**config.mk**
```make
export PLATFORM = sky130hd
export DESIGN_NAME = crypto_job_scheduler
export DESIGN_NICKNAME = d
export VERILOG_FILES = /design/src/rtl/crypto_job_scheduler.sv
export SDC_FILE = /design/constraint.sdc
export NUM_CORES = 1
export LEC_CHECK = 0
export CAP_MARGIN = 20
export CORE_AREA = 3 3 553 555
export CTS_CLUSTER_DIAMETER = 120
export DETAILED_ROUTE_END_ITERATION = 8
export DIE_AREA = 0 0 556 558
export GPL_TIMING_DRIVEN = 0
export HOLD_SLACK_MARGIN = 0.05
export PLACE_DENSITY = 0.3
export SLEW_MARGIN = 20
export SYNTH_ARGS = -nofsm -noshare
export SYNTH_HDL_FRONTEND = slang
export SYNTH_SLANG_ARGS = --single-unit
```
**constraint.sdc**
```tcl
create_clock -name in_clk -period 4.15 [get_ports in_clk]
set_input_delay 1.245 -clock in_clk [delete_from_list [all_inputs] [get_ports in_clk]]
set_output_delay 1.245 -clock in_clk [all_outputs]
set_load 0.1 [all_outputs]
```
**src/rtl/crypto_job_scheduler.sv**
```systemverilog
// Round-robin scheduler sharing one SPI crypto master link between two job requesters.
// Sequences master load, MOSI shift timing, done-strobe wait with timeout, MISO capture and response.
module crypto_job_scheduler #(
  parameter int NK      = 8,
  parameter int NB      = 4,
  parameter int TIMEOUT = 4096
) (
  input  logic             in_clk,
  input  logic             rst,
  input  logic [1:0]       req_i,
  input  logic [1:0]       mode_i,
  input  logic [32*NB-1:0] msg0_i,
  input  logic [32*NK-1:0] key0_i,
  input  logic [32*NB-1:0] msg1_i,
  input  logic [32*NK-1:0] key1_i,
  output logic [1:0]       ack_o,
  output logic             err_o,
  output logic [32*NB-1:0] result_o,
  output logic             busy_o,
  output logic             m_load_o,
  output logic             m_mode_o,
  output logic [32*NB-1:0] m_msg_o,
  output logic [32*NK-1:0] m_key_o,
  input  logic             done_enc_i,
  input  logic             done_dec_i,
  input  logic [32*NB-1:0] m_rx_data_i
);
  localparam int MSG_W = 32 * NB;
  localparam int KEY_W = 32 * NK;
  localparam logic [31:0] TX_LAST   = 32'(MSG_W + KEY_W - 1);
  localparam logic [31:0] RX_LAST   = 32'(MSG_W - 1);
  localparam logic [31:0] WAIT_LAST = 32'(TIMEOUT - 1);

  typedef enum logic [2:0] {
    IDLE, LOAD, SHIFT_TX, WAIT_DONE, SHIFT_RX, RESP, ABORT
  } state_t;

  state_t      state, state_next;
  logic [31:0] cnt, cnt_next;
  logic        grant;
  logic        win;
  logic        sel_done;
  logic        prev_done;
  logic        done_fall;

  // The requester that did not win last time takes a tie.
  assign win       = (req_i == 2'b11) ? ~grant : req_i[1];
  assign sel_done  = m_mode_o ? done_dec_i : done_enc_i;
  assign done_fall = prev_done & ~sel_done;
  assign busy_o    = (state != IDLE);
  assign m_load_o  = (state == LOAD);

  always_ff @(posedge in_clk or negedge rst) begin
    if (!rst) begin
      state <= IDLE;
      cnt   <= '0;
    end else begin
      state <= state_next;
      cnt   <= cnt_next;
    end
  end

  always_comb begin
    state_next = state;
    cnt_next   = cnt;
    case (state)
      IDLE: if (|req_i) state_next = LOAD;
      LOAD: begin
        cnt_next   = TX_LAST;
        state_next = SHIFT_TX;
      end
      SHIFT_TX: begin
        if (cnt == '0) begin
          state_next = WAIT_DONE;
          cnt_next   = '0;
        end else begin
          cnt_next = cnt - 32'd1;
        end
      end
      WAIT_DONE: begin
        if (done_fall) begin
          state_next = SHIFT_RX;
          cnt_next   = RX_LAST;
        end else if (cnt == WAIT_LAST) begin
          state_next = ABORT;
          cnt_next   = '0;
        end else begin
          cnt_next = cnt + 32'd1;
        end
      end
      SHIFT_RX: begin
        if (cnt == '0) state_next = RESP;
        else           cnt_next   = cnt - 32'd1;
      end
      RESP:    state_next = IDLE;
      ABORT:   state_next = IDLE;
      default: state_next = IDLE;
    endcase
  end

  // Response registers load on entry to RESP/ABORT so ack_o is high exactly while in those states.
  always_ff @(posedge in_clk or negedge rst) begin
    if (!rst) begin
      grant     <= 1'b1;
      prev_done <= 1'b0;
      ack_o     <= '0;
      err_o     <= 1'b0;
      result_o  <= '0;
      m_mode_o  <= 1'b0;
      m_msg_o   <= '0;
      m_key_o   <= '0;
    end else begin
      prev_done <= sel_done;
      ack_o     <= '0;
      if (state == IDLE && |req_i) begin
        grant    <= win;
        m_mode_o <= mode_i[win];
        m_msg_o  <= win ? msg1_i : msg0_i;
        m_key_o  <= win ? key1_i : key0_i;
      end
      if (state_next == RESP) begin
        ack_o[grant] <= 1'b1;
        err_o        <= 1'b0;
        result_o     <= m_rx_data_i;
      end
      if (state_next == ABORT) begin
        ack_o[grant] <= 1'b1;
        err_o        <= 1'b1;
      end
    end
  end
endmodule
```
==> results_dict.tcl, run 1 <==
set metrics [dict create \
    stdcell_area_um2 47300 \
    yosysWarnings 0 \
    worst_pin_slew_ps 1210 \
    post-route-period-util_pct 96.5 \
    clk_latency_ps 820 \
    root_buffer "clkbuf_16" \
    path_clk_slew_ps 70 \
    gp_congestion 0.859 \
    dpl.cell_count 8202 \
    hold_buffers 0 \
    wl_um 256000 \
    power_leakage_nw 18.5 \
    synthArstFlopShare_pct 100 \
    h-tree-depth 3 \
    layout-drive-gt1-share_pct 11.5 \
    ys_ff_latch 553 \
    cts_buffers 89 \
    core-area_um2 302000 \
    setup_slack_ps 144 \
    fin_cells 8384 \
    path_class "reg -> out" \
    critPathCaptureType "primary output" \
    grt_pass1_wl_um 323000 \
    cp.arrival_ps 2760 \
    antenna_left 0 \
    drtPass1Iterations 7 \
    grt_max_degree 83 \
    die_h_um 558 \
    fmax_mhz 250 \
    synth_edf_count 0 \
    syn-num-nets 3696 \
    crit_required_ps 2900 \
    vias_per_cell 3.42 \
    wire_per_inst_um 30.5 \
    yosysSeqAreaShare_pct 54.0 \
    maxSlewViolCount 0 \
    drv_cap 0 \
    rows 202 \
    peakVddDrop_mv 0.529 \
    min-delay-path-class "in -> async" \
    syn_to_final_growth_pct 84.7 \
    worst_clock_skew_ps 63.0 \
    dieWidth_um 556 \
    max_slew_margin_pct 19.0 \
    post-cts-setup-buffers 0 \
    power_density_nw_per_um2 953 \
    drc 0 \
    numPortBuffers 1421 \
    status "completed" \
    crit_fanout 10 \
    drt_iter0_drc 1669 \
    synthDistinctLibCells 69 \
    netlist_area_um2 25600 \
    cts_buffer_depth 4 \
    hold_viol_final 0 \
    die_area_um2 310000 \
    fin_nets 5223 \
    antenna_found_initial 137 \
    grt_pass1_vias 29900 \
    cts_sinks 553 \
    place_area_um2 44400 \
    overflow 0 \
    setup_viol 0 \
    syn_inst 2789 \
    synth_top_area_share_pct 53.9 \
    synth_ff_type "dfrtp_1" \
    netlist_top_cells_area "dfrtp_1 (54%), nand2_1 (12%), a31oi_1 (9.6%), mux2_4 (6.4%), nor2_1 (6.3%)" \
    dp_slack_ps -833 \
    grt_util_all_layers_pct 15.8 \
    rsz0062_at_grt "false" \
    tns_ps 0 \
    critPathLaunchType "register" \
    syn-mean-instance-area_um2 9.19 \
    dp_hpwl_um 221000 \
    synth_area_leader_cell "dfrtp_1" \
    vias 28700 \
    tritoncts "built" \
    start_util_pct 8.49 \
    pin_count 1422 \
    period_needed_ps 4010 \
]
-- cell type report --
class / instances / area, um2
Fill cell: 34200 / 255000
Sequential cell: 553 / 13800
Timing Repair Buffer: 1436 / 13800
Multi-Input combinational cell: 2014 / 10800
Tap cell: 3978 / 4980
Clock buffer: 123 / 2510
Buffer: 213 / 955
Clock inverter: 27 / 307
Antenna cell: 31 / 77.6
Inverter: 9 / 33.8
-- path summary, 6_finish.rpt --
check	start	end	slack, ps	depth (start not counted)
max	state[2]	busy_o	140	3
min reg2reg	cnt[31]	cnt[31]	490	1
max in group asynchronous	rst	m_msg_o[30]	2430	3
min in group in_clk	cnt[31]	cnt[31]	490	1
min	rst	result_o[88]	370	1
max reg2reg	state[2]	m_msg_o[70]	360	9
-- cell usage in the layout, fill, tap and decap left out, drive strengths merged, types with 21 or more instances in the layout --
master         Yosys  routed
buf               30     201
nor3              21      21
dfrtp            552     552
a31oi            392     392
nor2             434     434
clkdlybuf4s50      0    1264
nand2            794     794
clkbuf           183     306
o21ai             23      23
diode              0      31
mux2             129     129
-- flip-flops by register name, indices dropped and copies added (netlist names) --
signal and count:
err_o 1, m_msg_o 128, ack_o 2, m_mode_o 1
state 3, prev_done 1, grant 1, cnt 32
m_key_o 256, result_o 128
-- per-layer routing --
metal	global-route usage [%]	vias up	routed length [um]	share of wire [%]
li1	-	12700	-	-
met1	17.4	14200	95700	37
met2	28.1	1432	128000	50
met3	7.31	282	27300	11
met4	2.75	70	4580	1.8
met5	0	-	445	0.17
-- worst max-delay path, cell delays in order (launching register included) --
cell and delay (ps):
dfrtp_1 390, clkbuf_1 240, or3_1 530, clkdlybuf4s15_1 820
-- stage by stage --
step,util (%),hold slack (ps),total power (W)
2_1_floorplan,-,452,0.0273
3_3_place_gp,14.8,476,0.0389
3_5_place_dp,14.7,488,0.0383
4_1_cts,15.6,295,0.0463
5_1_grt,15.7,337,0.0473
6_report,15.7,370,0.0451
-- cell usage after synthesis (all sizes together), types with 4 or more instances --
master and number:
nor2 434, a311oi 7, nand2 794, mux2i 5, a22o 7, o31ai 12
inv 9, nor4 14, a31oi 392, mux2 129, and3 14, or2 6
and2 6, a21oi 19, xor2 5, nor3 21, o21ai 23, xnor2 7
buf 30, nand4 15, a211oi 7, or4 5, nand3 16, a21o 5
clkbuf 183, or3 4, and4 9, a221oi 5, nand2b 5, o22ai 6
o21a 5, dfrtp 552
-- where the power goes --
group | switching (W) | total, W | internal, W
clock | 0.00319 | 0.00766 | 0.00447
sequential | 0.00153 | 0.00901 | 0.00748
combinational | 0.0230 | 0.0284 | 0.00545
total | 0.0277 | 0.0451 | 0.0174
-- cell families after synthesis --
kind of cell / synth area share (%)
buffers and inverters: 3.76
multiplexers: 7.46
AO/OA/AOI/OAI: 13.1
XOR/XNOR: 0.410
adder cells (fa/ha/maj): 0.146
AND/OR/NAND/NOR: 21.1
flip-flops: 54.0
-- repair_timing --
item	in CTS	in global routing
hold endpoints to repair	0	0
resized for setup	2	0
endpoints found under the setup margin	1	0
Note: power is estimated with default switching activity, not from simulation.
==> run 2: changes to the inputs <==
--- a/config.mk
+++ b/config.mk
@@ -6,10 +6,10 @@
 export NUM_CORES = 1
 export LEC_CHECK = 0
 export CAP_MARGIN = 20
-export CORE_AREA = 3 3 553 555
+export CORE_AREA = 3 3 557 559
 export CTS_CLUSTER_DIAMETER = 120
 export DETAILED_ROUTE_END_ITERATION = 8
-export DIE_AREA = 0 0 556 558
+export DIE_AREA = 0 0 560 562
 export GPL_TIMING_DRIVEN = 0
 export HOLD_SLACK_MARGIN = 0.05
 export PLACE_DENSITY = 0.3
==> constraint.sdc (replaced) <==
create_clock -name in_clk -period 4.6 [get_ports in_clk]
set_input_delay 1.38 -clock in_clk [delete_from_list [all_inputs] [get_ports in_clk]]
set_output_delay 1.38 -clock in_clk [all_outputs]
set_load 0.1 [all_outputs]
==> run 2 against run 1 <==
  * Wire length is 3.6% lower
  * Highest routed layer unchanged
  * Clock power is 8.9% lower
  * Critical path type unchanged
  * Count of clock-buffer cells in the layout increased by 8
  * Final cell count increased by 1.5%
  * Via count decreased by 0.32%
  * Design area rose by 0.94%
  * Sequential cell count did not move
  * Utilization barely moved
==> results_dict.tcl, run 2 (synthesis gave the netlist of run 1 again) <==
set metrics [dict create \
    drt_iter0_drc 1602 \
    die_area_um2 315000 \
    pin_count 1422 \
    fmax_mhz 227 \
    final_common_cell "clkdlybuf4s50_1" \
    net-switching-power_w 0.0248 \
    numPortBuffers 1421 \
    gp_congestion 0.880 \
    combPwrFrac_pct 62.8 \
    crit_fanout 10 \
    r2r_setup_slack_ps 620 \
    critPathCaptureType "primary output" \
    power_leakage_nw 18.6 \
    top_register "m_key_o" \
    hold_depth 1 \
    rows 203 \
    post-cts-setup-buffers 0 \
    status "completed" \
    final_cell_mix "clkdlybuf4s50_1 (1285), nand2_1 (793), dfrtp_1 (552), nor2_1 (431), a31oi_1 (392)" \
    start_util_pct 8.39 \
    seqCellArea_um2 13800 \
    crit_required_ps 3220 \
    multi_input_area_um2 10800 \
    r2r-start "state[2]" \
    p_int_w 0.0160 \
    antenna_found_initial 100 \
    worst_pin_slew_ps 1210 \
    clkPwrFrac_pct 17.1 \
    hold_end "cnt[31]" \
    drv_cap 0 \
    largestRegisters "m_key_o (256), m_msg_o (128), result_o (128)" \
    stdcell_area_um2 47800 \
    cts_sinks 553 \
    antenna_left 0 \
    place_area_um2 44800 \
    largest_register_ffs 256 \
    wl_um 247000 \
    maxSlewViolCount 0 \
    vias 28600 \
    core-area_um2 306000 \
    syn_to_final_growth_pct 86.4 \
    grt_util_all_layers_pct 15.1 \
    fin_total_pwr_w 0.0408 \
    dp_hpwl_um 214000 \
    hold_start "cnt[31]" \
    cts_buffers 90 \
    period_needed_ps 4400 \
    critPathLaunchType "register" \
    seq_power_share_pct 20.1 \
    sw_frac_of_total_pct 60.8 \
    setup_viol 0 \
    vias_per_cell 3.36 \
    r2r_end "m_msg_o[118]" \
    rr_worst_depth 9 \
    grt_pass1_wl_um 316000 \
    rsz0062_at_grt "false" \
    layout-drive-gt1-share_pct 11.1 \
    fin_nets 5225 \
    drc 0 \
    drtPass1Iterations 5 \
    overflow 0 \
    grt_max_degree 80 \
    worst_clock_skew_ps 56.5 \
    peakVddDrop_mv 0.514 \
    die_h_um 562 \
    hold_viol_final 0 \
    fillers 34600 \
    path_clk_slew_ps 50 \
    wire_per_inst_um 29.0 \
    power_density_nw_per_um2 853 \
    path_class "reg -> out" \
    tritoncts "built" \
    dieWidth_um 560 \
    max_slew_margin_pct 19.3 \
    cts_buffer_depth 4 \
    root_buffer "clkbuf_16" \
    h-tree-depth 3 \
    min-delay-path-class "reg -> reg" \
    clk_latency_ps 790 \
    cp.arrival_ps 3020 \
    post-route-period-util_pct 95.6 \
    grt_pass1_vias 30500 \
]
## run 2: cell types whose count changed in the layout (fill, tap and decap cells not counted), sizes merged, moves of 2 or more
| cell | delta |
|---|---|
| diode | -2 |
| clkinvlp | +2 |
| clkbuf | +8 |
| buf | -19 |
| inv | -3 |
| clkdlybuf4s50 | +21 |
## run 2: worst max path at each step
stage | start | end | slack, ps | depth (start not counted)
2_1_floorplan | state[2] | m_load_o | 1250 | 3
3_3_place_gp | rst | m_key_o[191] | -28380 | 1
3_5_place_dp | req_i[1] | m_key_o[177] | -520 | 8
4_1_cts | state[2] | busy_o | 90 | 3
5_1_grt | state[2] | busy_o | 90 | 3
6_report | state[2] | busy_o | 200 | 3
## run 2: timing repair
action | CTS | global route
hold buffers | 0 | 0
hold endpoints to repair | 0 | 0
setup endpoints to repair | 1 | 0
resized for setup | 1 | 0
## run 2: routing by layer
| layer | vias up | global-route usage, % | routed length (um) |
|---|---|---|---|
| met5 | - | 0 | 377 |
| met4 | 54 | 2.76 | 5080 |
| met3 | 283 | 5.83 | 22300 |
| met2 | 1311 | 28.3 | 129000 |
| met1 | 14200 | 15.9 | 89800 |
| li1 | 12700 | - | - |
## run 2: final cells by class
type	instances	share of cell area (%)
timing repair buffer	1437	29.2
sequential	553	29.0
multi-input combinational	2014	22.7
tap	4100	10.7
clock buffer	131	5.48
buffer	213	1.99
clock inverter	27	0.694
antenna	29	0.152
inverter	9	0.0707
## run 2: through the flow
stage / worst slack [ps] / cells / hold slack, ps / utilization, % / TNS (ps)
after floorplan: 1250 / 2789 / 452 / - / 0
after global placement: -28380 / 8310 / 486 / 14.7 / -
after detailed placement: -515 / 8326 / 489 / 14.7 / -53270
after CTS: 92.7 / 8484 / 495 / 15.6 / 0
after global routing: 94.1 / 8487 / 507 / 15.6 / 0
final: 204 / 8513 / 501 / 15.6 / 0
## run 2: power groups by stage
stage	Sequential (W)	Clock, W	Combinational, W
2_1_floorplan	0.0204	0	0.00417
3_3_place_gp	0.00835	0	0.0267
3_5_place_dp	0.00831	0	0.0262
4_1_cts	0.00828	0.00732	0.0263
5_1_grt	0.00843	0.00744	0.0268
6_report	0.00819	0.00698	0.0256
## run 2: critical path, stage by stage (launching register included)
cell,delay [ps]
dfrtp_1,360
clkbuf_1,360
or3_1,310
clkdlybuf4s50_1,1240
==> run 3: changes to the inputs <==
--- a/config.mk
+++ b/config.mk
@@ -13,7 +13,6 @@
 export GPL_TIMING_DRIVEN = 0
 export HOLD_SLACK_MARGIN = 0.05
 export PLACE_DENSITY = 0.3
-export SLEW_MARGIN = 20
 export SYNTH_ARGS = -nofsm -noshare
 export SYNTH_HDL_FRONTEND = slang
 export SYNTH_SLANG_ARGS = --single-unit
==> run 3 against run 2 <==
  * Sequential power is essentially flat
  * Worst setup slack better by 180 ps
  * Design area grew 5.7%
  * Wire length is 0.15% lower
  * Utilization up 0.88 points
  * Sequential cell count stayed put
  * Final cell count rose by 1.3%
  * Critical path type unchanged
==> results_dict.tcl, run 3 (synthesis gave the netlist of run 1 again) <==
set metrics [dict create \
    status "completed" \
    rsz0062_at_grt "false" \
    cp.arrival_ps 2840 \
    crit_required_ps 3220 \
    root_buffer "clkbuf_16" \
    power_density_nw_per_um2 855 \
    critPathLaunchType "register" \
    largestRegisters "m_key_o (256), m_msg_o (128), result_o (128)" \
    hold_buffers 0 \
    worst_pin_slew_ps 1230 \
    post-route-util_pct 16.5 \
    max_slew_margin_pct 17.8 \
    crit_fanout 10 \
    core-area_um2 306000 \
    cts_sinks 553 \
    peakVddDrop_mv 0.564 \
    stdcell_area_um2 50500 \
    drc 0 \
    min-delay-path-class "reg -> reg" \
    path_clk_slew_ps 60 \
    cpPeakStageDelay_ps 1000 \
    die_h_um 562 \
    drt_iter0_drc 1601 \
    dieWidth_um 560 \
    final_common_cell "clkdlybuf4s50_1" \
    hold_start "cnt[31]" \
    overflow 0 \
    clk_latency_ps 770 \
    seqCellArea_um2 13800 \
    top_register "m_key_o" \
    worst_clock_skew_ps 28.2 \
    crit_buf_inv 2 \
    worstPathCellList "clkbuf_1 > nand2b_1 > nor2_1 > dlygate4sd2_1" \
    rows 203 \
    dp_hpwl_um 213000 \
    setup_viol 0 \
    antenna_found_initial 103 \
    cp_slowest_cell "dlygate4sd2_1" \
    final_cell_mix "clkdlybuf4s50_1 (1384), nand2_1 (793), dfrtp_1 (552), nor2_1 (431), a31oi_1 (392)" \
    startpoint "state[2]" \
    r2r_setup_slack_ps 650 \
    place_area_um2 47500 \
    antenna_left 0 \
    pin_count 1422 \
    grt_max_degree 93 \
    critPathCaptureType "primary output" \
    r2r-start "state[2]" \
    fmax_mhz 237 \
    grt_pass1_vias 30900 \
    wl_um 247000 \
    h-tree-depth 3 \
    multi_input_area_um2 10800 \
    syn_to_final_growth_pct 96.9 \
    vias_per_cell 3.36 \
    period_needed_ps 4220 \
    numPortBuffers 1421 \
    drtPass1Iterations 5 \
    grt_util_all_layers_pct 15.1 \
    power_leakage_nw 19.7 \
    grt_pass1_wl_um 317000 \
    fin_nets 5336 \
    path_class "reg -> out" \
    die_area_um2 315000 \
    hold_viol_final 0 \
    fillers 34400 \
    tritoncts "built" \
    cts_buffer_depth 4 \
    gp_congestion 0.880 \
    tns_ps 0 \
    start_util_pct 8.39 \
    vias 29000 \
    cts_buffers 90 \
    wire_per_inst_um 28.6 \
    drv_cap 0 \
    cp_top_family "buffers and inverters" \
    layout-drive-gt1-share_pct 10.5 \
    maxSlewViolCount 0 \
    post-route-period-util_pct 91.7 \
    largest_register_ffs 256 \
]
==> run 3: cell types whose count changed in the layout (fill, tap and decap cells not counted), sizes merged <==
cell	delta
dlymetal6s2s	+1
clkinv	-5
bufinv	-2
diode	+4
inv	+1
dlygate4sd2	+1
clkdlybuf4s50	+99
clkbuf	-1
buf	+10
==> run 3: path summary, 6_finish.rpt <==
| check | end | cells past startpoint |
|---|---|---|
| hold / removal | cnt[31] | 1 |
| max in group asynchronous | m_key_o[194] | 4 |
| setup reg to reg | m_msg_o[121] | 9 |
| setup / recovery | m_load_o | 4 |
| min in group asynchronous | result_o[41] | 1 |
| hold reg to reg | cnt[31] | 1 |
==> run 3: report_power, final <==
| group | switching (W) | internal [W] |
|---|---|---|
| clock network | 0.00274 | 0.00400 |
| registers | 0.00145 | 0.00675 |
| logic | 0.0209 | 0.00733 |
| total | 0.0251 | 0.0181 |
==> run 3: metrics by stage <==
step           setup slack [ps]  std cells  hold slack (ps)  total power (W)
2_1_floorplan              1250       2789              452           0.0246
5_1_grt                     182       8598              508           0.0452
4_1_cts                    38.6       8582              495           0.0442
3_3_place_gp             -28380       8310              486           0.0350
6_report                    383       8621              491           0.0432
3_5_place_dp               -518       8431              489           0.0371
==> run 3: area by class of cell <==
type | instances | area share, %
timing repair buffer | 1548 | 33.3
sequential | 553 | 27.4
multi-input combinational | 2014 | 21.5
tap | 4100 | 10.2
clock buffer | 130 | 5.06
buffer | 213 | 1.85
clock inverter | 21 | 0.478
antenna | 33 | 0.164
inverter | 9 | 0.0669
==> run 3: metal layers <==
metal  GRT usage (%)  up-vias  share of wire (%)
met5               0        -               0.16
met4            3.00       60                2.1
met3            6.14      269                9.3
met2            28.1     1335                 52
met1            15.8    14400                 36
li1                -    13000                  -
==> run 3: repair_timing <==
| action | CTS | global route |
|---|---|---|
| resized for setup | 1 | 1 |
| endpoints found under the setup margin | 1 | 1 |
| buffers inserted | 0 | 0 |
==> run 3: worst reg2reg max path: stages (launching register included) <==
cell and delay [ps]:
dfrtp_1 400, clkbuf_1 230, or3_1 520, nor2_2 370, buf_16 190, clkbuf_2 480, buf_16 220, clkbuf_1 660
clkbuf_1 550, a31oi_1 180
==> patch: new RTL, flow settings as in run 1 <==
The parameter `NK` goes from 8 to 9.
--- a/src/rtl/crypto_job_scheduler.sv
+++ b/src/rtl/crypto_job_scheduler.sv
@@ -2,5 +2,5 @@
 // Sequences master load, MOSI shift timing, done-strobe wait with timeout, MISO capture and response.
 module crypto_job_scheduler #(
-  parameter int NK      = 8,
+  parameter int NK      = 9,
   parameter int NB      = 4,
   parameter int TIMEOUT = 4096
Ports: changed (resized key0_i, key1_i and m_key_o); port bits go from 1422 to 1518. The function was not compared with the original's and may differ.
==> patch against run 1 <==
Total power up 7.3%; final area up 5.8%; die area unchanged; clock power up 5.1%; worst setup slack better by 76 ps; final cell count up 3.6%; sequential cell count up 32; wire length up 2.4%; area after synthesis up 5.4%; count of clock-buffer cells in the layout up 18; critical endpoint is now m_load_o.
==> patch: results (changes against run 1) <==
outcome:
  outcome: "finished, final reports clean"
synthesis:
  syn-num-nets: 3951  # +6.9%
  ys_seq_area_share_pct: 54.2  # +0.21 points
  yosysUniqueCellTypes: 70  # +1.4%
  netlist_top_cells_area: "dfrtp_1 (54%), nand2_1 (12%), a31oi_1 (9.8%)"
  synth_common_cells: "nand2_1 (875), dfrtp_1 (584), nor2_1 (452)"
critical_path:
  r2r_slack_ps: 320  # -40 ps
  r2r_end: "m_key_o[152]"
  r2r_cells: 8  # -1
cells_and_area:
  final_nets: 5583  # +6.9%
  drive_gt1_share_pct: 11.1  # -0.38 points
  area_growth_pct: 85.4
placed_design:
  hpwl_um: 226000  # +2.5%
  portBuffers: 1517  # +6.8%
  gp_congestion: 0.898  # +4.5%
sta:
  worst_pin_slew_ps: 1200  # -12.3 ps
global_routing:
  grt_pass1_wl_um: 333000  # +3.1%
  grt_pass1_vias: 31900  # +6.8%
  grt_util_met2_pct: 28.6  # +0.49 points
  grtUsageMet3_pct: 5.94  # -1.4 points
  antenna_found_initial: 138  # +0.73%
  grt_max_degree: 78  # -6.0%
drt:
  drt_pass1_iterations: 8  # +1
  drtIter0Drc: 2074  # +24%
  wl_um: 262000  # +2.4%
power_and_ir_drop:
  max-vdd-ir-drop_mv: 0.493  # -6.9%
  p_leak_nw: 19.7  # +6.2%
-- patch: cell types whose count changed after synthesis, sizes merged, moves of 5 or more --
cell and change:
o2bb2ai +5, clkbuf +26, or3 +10, a31oi +31
and3 -11, nor3 +10, nor2 +18, a311oi -6
nand2 +82, dfrtp +32, a21oi +7, and4 -8
-- patch: per-stage QoR --
stage	instance area, µm²	utilization (%)	setup slack (ps)	cells
floorplan	27000	-	1270	2980
global placement	47200	15.6	-30720	8475
detailed placement	47000	15.6	-1590	8498
CTS	50000	16.6	10.2	8658
global route	50000	16.6	5.97	8665
finish	50100	16.6	220	8689
-- patch: logic make-up (layout without fill, tap and decap cells) --
kind of cell / count (synthesis) / count (layout) / synth area share [%]
and+or+nand+nor: 1459 / 1459 / 21.6
DFF: 585 / 585 / 54.2
AOI/OAI and AO/OA: 550 / 550 / 13.2
buffers and inverters: 247 / 1947 / 3.86
muxes: 130 / 130 / 6.79
xor gates and xnor gates: 6 / 6 / 0.195
adders and majority gates: 3 / 3 / 0.139
other: 0 / 31 / 0
-- patch: worst max-delay path, stage by stage (launching register included) --
cell and delay [ps]:
dfrtp_1 320, clkbuf_1 300, inv_1 130, or3_1 470, inv_1 90, clkdlybuf4s15_2 580
-- patch: layer usage --
layer / share of wire, % / vias to the layer above
met2: 50 / 1468
met4: 3.7 / 154
met1: 38 / 14900
met5: 0.36 / -
li1: - / 13600
met3: 8.5 / 412
-- patch: how the worst max path moves through the flow --
| stage | cells after the start | to | slack [ps] | startpoint |
|---|---|---|---|---|
| after floorplan | 7 | m_key_o[264] | 1270 | state[2] |
| after global placement | 1 | m_key_o[221] | -30720 | rst |
| after detailed placement | 9 | m_msg_o[16] | -1590 | req_i[1] |
| after CTS | 8 | m_msg_o[16] | 10 | req_i[1] |
| after global routing | 8 | m_key_o[272] | 6 | state[2] |
| final | 5 | m_load_o | 220 | state[0] |
-- patch: report_power, final --
group	total [mW]	switching [mW]	internal [mW]	leakage, nW
registers	9.84	1.90	7.94	6.65
clock network	8.05	3.23	4.82	1.49
logic	30.5	24.4	6.10	11.5
-- patch: area by class of cell --
cell class	instances	area, µm²
repair buffers	1540	15000
fillers	34100	252000
flip-flops and latches	585	14600
diodes	31	77.6
well taps	3978	4980
inverters	12	45.0
plain buffers	233	1020
clock buffers	141	2770
clock inverters	21	238
multi-input cells	2148	11300
-- patch: timing repair --
action / in CTS / in global routing
gates resized for setup: 11 / 5
hold endpoints to repair: 0 / 0
endpoints found under the setup margin: 84 / 5
